==> config.mk <==
export PLATFORM = sky130hd
export DESIGN_NAME = pipe_arb_flat
export DESIGN_NICKNAME = d
export VERILOG_FILES = /design/src/rtl/pipe_arb_if.sv /design/src/rtl/pipe_arb.sv /design/src/flat_wrapper.sv
export SDC_FILE = /design/constraint.sdc
export NUM_CORES = 1
export LEC_CHECK = 0
export CAP_MARGIN = 20
export CORE_ASPECT_RATIO = 0.9
export CORE_MARGIN = 8
export CORE_UTILIZATION = 41
export DETAILED_ROUTE_END_ITERATION = 6
export PLACE_DENSITY = 0.86
export SYNTH_ARGS = -nofsm -noshare
export SYNTH_HDL_FRONTEND = slang
export SYNTH_SLANG_ARGS = --single-unit
==> constraint.sdc <==
create_clock -name clk -period 4.1 [get_ports clk]
set_input_delay 1.23 -clock clk [delete_from_list [all_inputs] [get_ports clk]]
set_output_delay 1.23 -clock clk [all_outputs]
set_load 0.03 [all_outputs]
==> src/rtl/pipe_arb_if.sv <==
// Bundle of request, shared-pipeline, response and flush signals for pipe_arb.
// "master" is the environment side (requesters + external pipeline); "slave" is the arbiter.
interface pipe_arb_if #(
    parameter int NREQ = 4,
    parameter int B    = 8
);
    logic [NREQ-1:0]   req_valid;
    logic [NREQ*B-1:0] req_data;
    logic [NREQ-1:0]   req_ready;
    logic [B-1:0]      pipe_din;
    logic              pipe_vld;
    logic [B-1:0]      pipe_dout;
    logic [NREQ-1:0]   rsp_valid;
    logic [B-1:0]      rsp_data;
    logic              flush;
    logic              flush_done;
    logic              busy;

    modport master (
        output req_valid, req_data, pipe_dout, flush,
        input  req_ready, pipe_din, pipe_vld, rsp_valid, rsp_data, flush_done, busy
    );

    modport slave (
        input  req_valid, req_data, pipe_dout, flush,
        output req_ready, pipe_din, pipe_vld, rsp_valid, rsp_data, flush_done, busy
    );
endinterface

==> src/rtl/pipe_arb.sv <==
// Round-robin, burst-limited arbiter feeding a shared fixed-latency pipeline; a parallel
// tag shift register routes each pipeline result back to the requester that issued it.
module pipe_arb #(
    parameter int NREQ  = 4,
    parameter int B     = 8,
    parameter int L     = 2,
    parameter int BURST = 4
) (
    input  logic        clk,
    input  logic        rst,
    pipe_arb_if.slave   bus
);
    localparam int IW = (NREQ > 1) ? $clog2(NREQ) : 1;
    localparam int CW = 4;

    typedef enum logic [1:0] {
        ST_RUN   = 2'd0,
        ST_DRAIN = 2'd1,
        ST_DONE  = 2'd2
    } state_t;

    state_t          r_state;
    logic            r_flush_done;
    logic [IW-1:0]   r_ptr;
    logic [CW-1:0]   r_cnt;
    logic            r_pipe_vld;
    logic [B-1:0]    r_pipe_din;
    logic [IW-1:0]   r_pipe_idx;
    logic [L-1:0]    r_tag_vld;
    logic [IW-1:0]   r_tag_idx [L];

    logic            w_found;
    logic            w_keep;
    logic [IW-1:0]   w_idx;
    logic [NREQ-1:0] w_grant;
    logic [L-1:0]    w_tag_early;
    logic            w_upstream;
    logic [NREQ-1:0] w_rsp;

    // Grant selection: keep the current owner inside its burst, otherwise scan from ptr+1.
    // The scan visits the owner last, so an expired owner with no competitor restarts its burst.
    always_comb begin
        w_found = 1'b0;
        w_keep  = 1'b0;
        w_idx   = r_ptr;
        w_grant = {NREQ{1'b0}};
        if ((r_state == ST_RUN) && !bus.flush && !rst) begin
            if (bus.req_valid[r_ptr] && (r_cnt != {CW{1'b0}}) && (r_cnt < CW'(BURST))) begin
                w_found = 1'b1;
                w_keep  = 1'b1;
            end else begin
                for (int k = 1; k <= NREQ; k++) begin
                    if (!w_found && bus.req_valid[IW'((int'(r_ptr) + k) % NREQ)]) begin
                        w_found = 1'b1;
                        w_idx   = IW'((int'(r_ptr) + k) % NREQ);
                    end else begin
                        w_found = w_found;
                    end
                end
            end
            if (w_found) begin
                w_grant[w_idx] = 1'b1;
            end else begin
                w_grant = {NREQ{1'b0}};
            end
        end else begin
            w_grant = {NREQ{1'b0}};
        end
    end

    // Anything still in flight after this edge, excluding the tag stage that retires now.
    always_comb begin
        w_tag_early        = r_tag_vld;
        w_tag_early[L-1]   = 1'b0;
        w_upstream         = r_pipe_vld | (|w_tag_early);
    end

    // Response decode from the last tag stage only.
    always_comb begin
        w_rsp = {NREQ{1'b0}};
        if (!rst && r_tag_vld[L-1]) begin
            w_rsp[r_tag_idx[L-1]] = 1'b1;
        end else begin
            w_rsp = {NREQ{1'b0}};
        end
    end

    // Pipeline input register, arbitration pointer/burst count and tag shift register.
    always_ff @(posedge clk) begin
        if (rst) begin
            r_pipe_vld <= 1'b0;
            r_pipe_din <= {B{1'b0}};
            r_pipe_idx <= {IW{1'b0}};
            r_ptr      <= IW'(NREQ - 1);
            r_cnt      <= {CW{1'b0}};
            r_tag_vld  <= {L{1'b0}};
            for (int k = 0; k < L; k++) begin
                r_tag_idx[k] <= {IW{1'b0}};
            end
        end else begin
            r_pipe_vld <= w_found;
            if (w_found) begin
                r_pipe_din <= bus.req_data[int'(w_idx)*B +: B];
                r_pipe_idx <= w_idx;
                r_ptr      <= w_idx;
                r_cnt      <= w_keep ? (r_cnt + CW'(1)) : CW'(1);
            end
            r_tag_vld[0] <= r_pipe_vld;
            r_tag_idx[0] <= r_pipe_idx;
            for (int k = 1; k < L; k++) begin
                r_tag_vld[k] <= r_tag_vld[k-1];
                r_tag_idx[k] <= r_tag_idx[k-1];
            end
        end
    end

    // Flush FSM; DONE is entered on the edge after which nothing remains in flight.
    always_ff @(posedge clk) begin
        if (rst) begin
            r_state      <= ST_RUN;
            r_flush_done <= 1'b0;
        end else begin
            case (r_state)
                ST_RUN: begin
                    if (bus.flush) begin
                        r_state <= ST_DRAIN;
                    end
                    r_flush_done <= 1'b0;
                end
                ST_DRAIN: begin
                    if (!bus.flush) begin
                        r_state      <= ST_RUN;
                        r_flush_done <= 1'b0;
                    end else if (!w_upstream) begin
                        r_state      <= ST_DONE;
                        r_flush_done <= 1'b1;
                    end
                end
                ST_DONE: begin
                    if (!bus.flush) begin
                        r_state      <= ST_RUN;
                        r_flush_done <= 1'b0;
                    end
                end
                default: begin
                    r_state      <= ST_RUN;
                    r_flush_done <= 1'b0;
                end
            endcase
        end
    end

    // Outputs are forced quiet during the reset cycle itself, before registers clear.
    assign bus.req_ready  = w_grant;
    assign bus.pipe_vld   = r_pipe_vld & ~rst;
    assign bus.pipe_din   = rst ? {B{1'b0}} : r_pipe_din;
    assign bus.rsp_valid  = w_rsp;
    assign bus.rsp_data   = bus.pipe_dout;
    assign bus.flush_done = r_flush_done & ~rst;
    assign bus.busy       = ~rst & (r_pipe_vld | (|r_tag_vld));

endmodule

==> src/flat_wrapper.sv <==
// flat-port wrapper written by rule: the top's interface ports become plain ports
module pipe_arb_flat 
#(
    parameter int NREQ  = 4,
    parameter int B     = 8,
    parameter int L     = 2,
    parameter int BURST = 4
)
  (clk, rst, bus_req_valid, bus_req_data, bus_pipe_dout, bus_flush, bus_req_ready, bus_pipe_din, bus_pipe_vld, bus_rsp_valid, bus_rsp_data, bus_flush_done, bus_busy);
  pipe_arb_if #(.NREQ(NREQ), .B(B)) bus_i ();
  input  logic clk;
  input  logic rst;
  input wire logic [$bits(bus_i.req_valid)-1:0] bus_req_valid;
  input wire logic [$bits(bus_i.req_data)-1:0] bus_req_data;
  input wire logic [$bits(bus_i.pipe_dout)-1:0] bus_pipe_dout;
  input wire logic [$bits(bus_i.flush)-1:0] bus_flush;
  output wire logic [$bits(bus_i.req_ready)-1:0] bus_req_ready;
  output wire logic [$bits(bus_i.pipe_din)-1:0] bus_pipe_din;
  output wire logic [$bits(bus_i.pipe_vld)-1:0] bus_pipe_vld;
  output wire logic [$bits(bus_i.rsp_valid)-1:0] bus_rsp_valid;
  output wire logic [$bits(bus_i.rsp_data)-1:0] bus_rsp_data;
  output wire logic [$bits(bus_i.flush_done)-1:0] bus_flush_done;
  output wire logic [$bits(bus_i.busy)-1:0] bus_busy;
  assign bus_i.req_valid = bus_req_valid;
  assign bus_i.req_data = bus_req_data;
  assign bus_i.pipe_dout = bus_pipe_dout;
  assign bus_i.flush = bus_flush;
  assign bus_req_ready = bus_i.req_ready;
  assign bus_pipe_din = bus_i.pipe_din;
  assign bus_pipe_vld = bus_i.pipe_vld;
  assign bus_rsp_valid = bus_i.rsp_valid;
  assign bus_rsp_data = bus_i.rsp_data;
  assign bus_flush_done = bus_i.flush_done;
  assign bus_busy = bus_i.busy;
  pipe_arb #(.NREQ(NREQ), .B(B), .L(L), .BURST(BURST)) u_core (.clk(clk), .rst(rst), .bus(bus_i));
endmodule
==> results.txt <==
The top cell type by total area after synthesis was sky130_fd_sc_hd__dfxtp_1. The run finished with clean final reports. The congestion estimate from routability-driven global placement came to 0.910. The portion of the post-synthesis area used by sequential elements was 32.9%. The count of endpoints failing hold in the final timing report was 0; the clock transition time at the flip-flop clock pins of the worst setup and hold paths was 0.08 ns. The worst setup path is captured at an output pin.

In this run the worst hold path is classified as reg2reg. During I/O placement, the number of pins put on the boundary was 74. After synthesis the netlist holds a flip-flop and latch count of 26. Dividing total power by cell area gives a power density of 340 nW/um^2. The path type of the worst setup path was in2out. TritonCTS built the clock tree. In the synthesized netlist the dominant register cell turns out to be sky130_fd_sc_hd__dfxtp_1. Setup violations remaining at the end of the flow were counted as 0.

The worst-case IR drop observed on VDD is 181 uV. In this run, post-CTS hold repair placed 0 buffers. The post-route cell area is 2320 um^2.

The via count of the first global-routing pass came out at 1543. The count of filler cells inserted in the layout was 300. After the last flow step, the layout net total stands at 287. During synthesis, Yosys emitted a total of 0 warnings. The logs give 0 for the overall overflow remaining after global route and 0.27 ns for the clock insertion delay at the later pin of the skew report. In the final layout, flip-flops and latches occupy 520 um^2. The share of final-layout standard cells stronger than drive strength 1 works out to 29.7%. The synthesized netlist devotes 1.58% of its cell area to adder and majority cells. For the final routed database, the setup TNS stands at 0 ns. The DRC violation count after routing was 0. The synthesized netlist contains 49 unique library cells. The number of enable-type register cells in the synthesized netlist works out to 0. The tools report the final clock skew as 0.00564 ns. After synthesis, the mean cell area works out to 9.26 um^2.

The tree built by TritonCTS fans out to 26 sinks. By area, the combinational part of the netlist is dominated by simple AND/OR/NAND/NOR gates. The area of the die was 6110 um^2; the synthesized-area fraction occupied by and/or/nand/nor cells was 23.6%. Startpoint kind of the worst setup timing path: a primary input.

The measured slew at the worst slew-check pin was 0.717 ns. The share of synthesized flip-flops with an asynchronous set or reset was 0%; the number of antenna cells inserted was 0. The arrival time of the worst setup path is 2.85 ns, and the post-synthesis instance area is 1580 um^2. The synthesized netlist devotes 2.29% of its cell area to XOR and XNOR gates. The largest net degree at the start of global routing is 29, and the layout-stage area growth over the synthesis result is 46.8%. Dividing the final minimum period by the clock period gives 99.5%. The portion of synthesized area spent on multiplexers is 14.2%. The met3 track demand over resource is 8.00%, and the max-capacitance violation count is 0. The cell count after synthesis came out at 171. The first global-routing pass estimated 6.87 mm of wire. The busiest metal layer after global routing was met2.

The routed design has 4.29 mm of wire. The post-route core utilization is 62.7%. Across every metal layer, demand over resource in global routing totals 14.1%. The tools report the buffer type at the clock tree root as sky130_fd_sc_hd__clkbuf_8. The net count after synthesis is 220, and the top achievable clock speed is 0.245 GHz.

The routed design could run at a clock period as short as 4.08 ns. Using the TritonRoute via totals, the vias-per-cell ratio works out to 5.16. Along the worst path, the maximum fanout reaches 5. H-tree depth: 1. Standby leakage power: 0.000972 uW. The floorplan die height was 75.0 um; the post-synthesis compound-gate area fraction was 16.5%. For this block, the initial DRC count from the detailed router was 107. The design draws 791 uW. The logs give 42.8% for the initial cell density of the core and 2 for the maximum count of clock buffers along a single path. In the final layout, the multi-input gates occupy 992 um^2. The logs give 0 for the final max-slew violation count and 22.2% for the global routing met2 resource utilization. Data on the critical path is required at its endpoint by 2.87 ns. In this run the remaining antenna-violating nets after routing total 0. The per-cell routed wire length is 15.2 um, and the worst-case headroom to the max-slew limit is 52.2%.

Sorting the synthesized cells by area gives the leading types as sky130_fd_sc_hd__dfxtp_1 (33%), sky130_fd_sc_hd__mux2i_1 (11%), sky130_fd_sc_hd__nor2b_1 (8.3%). For the detailed-router iteration count before antenna repair, the log shows 4. Counting the buffers created by CTS gives 3.

The horizontal die dimension works out to 81.5 um. The total cell area at the placement stage came out at 2210 um^2. In this run the biggest area consumer among cell types represents 32.9% of the synthesized area. The floorplan has 21 rows. The core region is 3700 um^2. Detailed placement finished with a half-perimeter wire length of 3.30 mm. The number of antenna violations at the first check in global routing was 0.

Sorting the synthesized cells by how often they occur yields sky130_fd_sc_hd__dfxtp_1 (26), sky130_fd_sc_hd__nor2b_1 (21), sky130_fd_sc_hd__mux2i_1 (18). In the post-synthesis netlist, the cell with the most instances is sky130_fd_sc_hd__dfxtp_1. The run gives 16.4% as the met1 track utilization from global routing. Total via count in the routed design: 1454. The count of buffers added on input and output ports is 57.
==> metal layers <==
metal,routed length [um],up-vias
li1,-,730
met1,1850,648
met2,1920,74
met3,511,2
met4,6,0
met5,0,-
==> timing repair <==
action,CTS,global route
endpoints found under the setup margin,4,3
buffers inserted,1,2
pin swaps,5,5
gates cloned,0,0
gates resized for setup,24,10
==> worst max-delay path, cell delays in order <==
cell and delay, ns:
sky130_fd_sc_hd__buf_4 0.14, sky130_fd_sc_hd__mux2_4 0.29, sky130_fd_sc_hd__mux2i_4 0.21, sky130_fd_sc_hd__or2_4 0.18, sky130_fd_sc_hd__nor3b_4 0.20, sky130_fd_sc_hd__a31oi_2 0.07
sky130_fd_sc_hd__or2_4 0.29, sky130_fd_sc_hd__nor2b_4 0.12, sky130_fd_sc_hd__buf_6 0.13
==> final timing paths <==
path / startpoint / to / slack, ns / cells past startpoint
worst max register to register: u_core.r_ptr[0] / u_core.r_pipe_din[0] / 1.33 / 8
worst min register to register: u_core.r_tag_idx[0][0] / u_core.r_tag_idx[0][2] / 0.44 / 1
worst max-delay path: bus_req_valid[2] / bus_req_ready[3] / 0.02 / 9
worst min-delay path: u_core.r_tag_idx[0][0] / u_core.r_tag_idx[0][2] / 0.44 / 1
==> cells by family (layout without fill, tap and decap cells) <==
family | count (synthesis) | count (layout)
XOR/XNOR | 2 | 2
AND/OR/NAND/NOR | 64 | 64
AO/OA/AOI/OAI | 33 | 33
buffers and inverters | 23 | 88
flip-flops | 26 | 26
adder cells (fa/ha/maj) | 2 | 2
multiplexers | 21 | 21
==> per-stage QoR <==
stage               hold slack, ns  setup slack [ns]  std cells
floorplan                    0.414            0.0945        171
global placement             0.424            -0.312        276
detailed placement           0.425            -0.398        276
CTS                          0.444            0.0388        280
global route                 0.464           -0.0208        282
finish                       0.442            0.0190        282
==> state kept, by name, summed over array words and instances (netlist names) <==
signal and cells:
u_core.r_pipe_din 8, u_core.r_cnt 4, u_core.r_tag_idx 4, u_core.r_pipe_idx 2, u_core.r_ptr 2, u_core.r_state 2
u_core.r_tag_vld 2, u_core.r_flush_done 1, u_core.r_pipe_vld 1
==> final cells by class <==
cell class                 count  share of cell area [%]
tap                           46                    2.48
multi-input combinational    122                    42.7
sequential                    26                    22.4
timing repair buffer          79                    29.7
inverter                       6                   0.969
clock buffer                   3                    1.78
==> cells in the final DEF, fill, tap and decap left out, types with 2 or more instances in the layout <==
master	count
sky130_fd_sc_hd__buf_4	39
sky130_fd_sc_hd__clkdlybuf4s50_1	34
sky130_fd_sc_hd__dfxtp_1	26
sky130_fd_sc_hd__nor2b_1	20
sky130_fd_sc_hd__mux2i_1	18
sky130_fd_sc_hd__nor2_1	10
sky130_fd_sc_hd__nand2_1	10
sky130_fd_sc_hd__o221ai_1	8
sky130_fd_sc_hd__inv_1	5
sky130_fd_sc_hd__a21oi_1	5
sky130_fd_sc_hd__a211oi_1	4
sky130_fd_sc_hd__nor2_2	3
sky130_fd_sc_hd__nor3b_1	3
sky130_fd_sc_hd__o21ai_0	3
sky130_fd_sc_hd__clkbuf_8	3
sky130_fd_sc_hd__buf_2	3
sky130_fd_sc_hd__nor4bb_1	2
sky130_fd_sc_hd__nor2b_4	2
sky130_fd_sc_hd__mux2_4	2
sky130_fd_sc_hd__nor3_1	2
sky130_fd_sc_hd__or2_4	2
sky130_fd_sc_hd__ha_1	2
sky130_fd_sc_hd__buf_6	2
==> where the power goes <==
part	total, uW	internal, uW	switching [uW]	leakage (uW)
logic	353	191	162	0.000737
clock network	138	65.7	72.2	0.0000216
registers	300	280	19.9	0.000213
total	791	537	254	0.000972
Power figures use the tool's default switching activity.
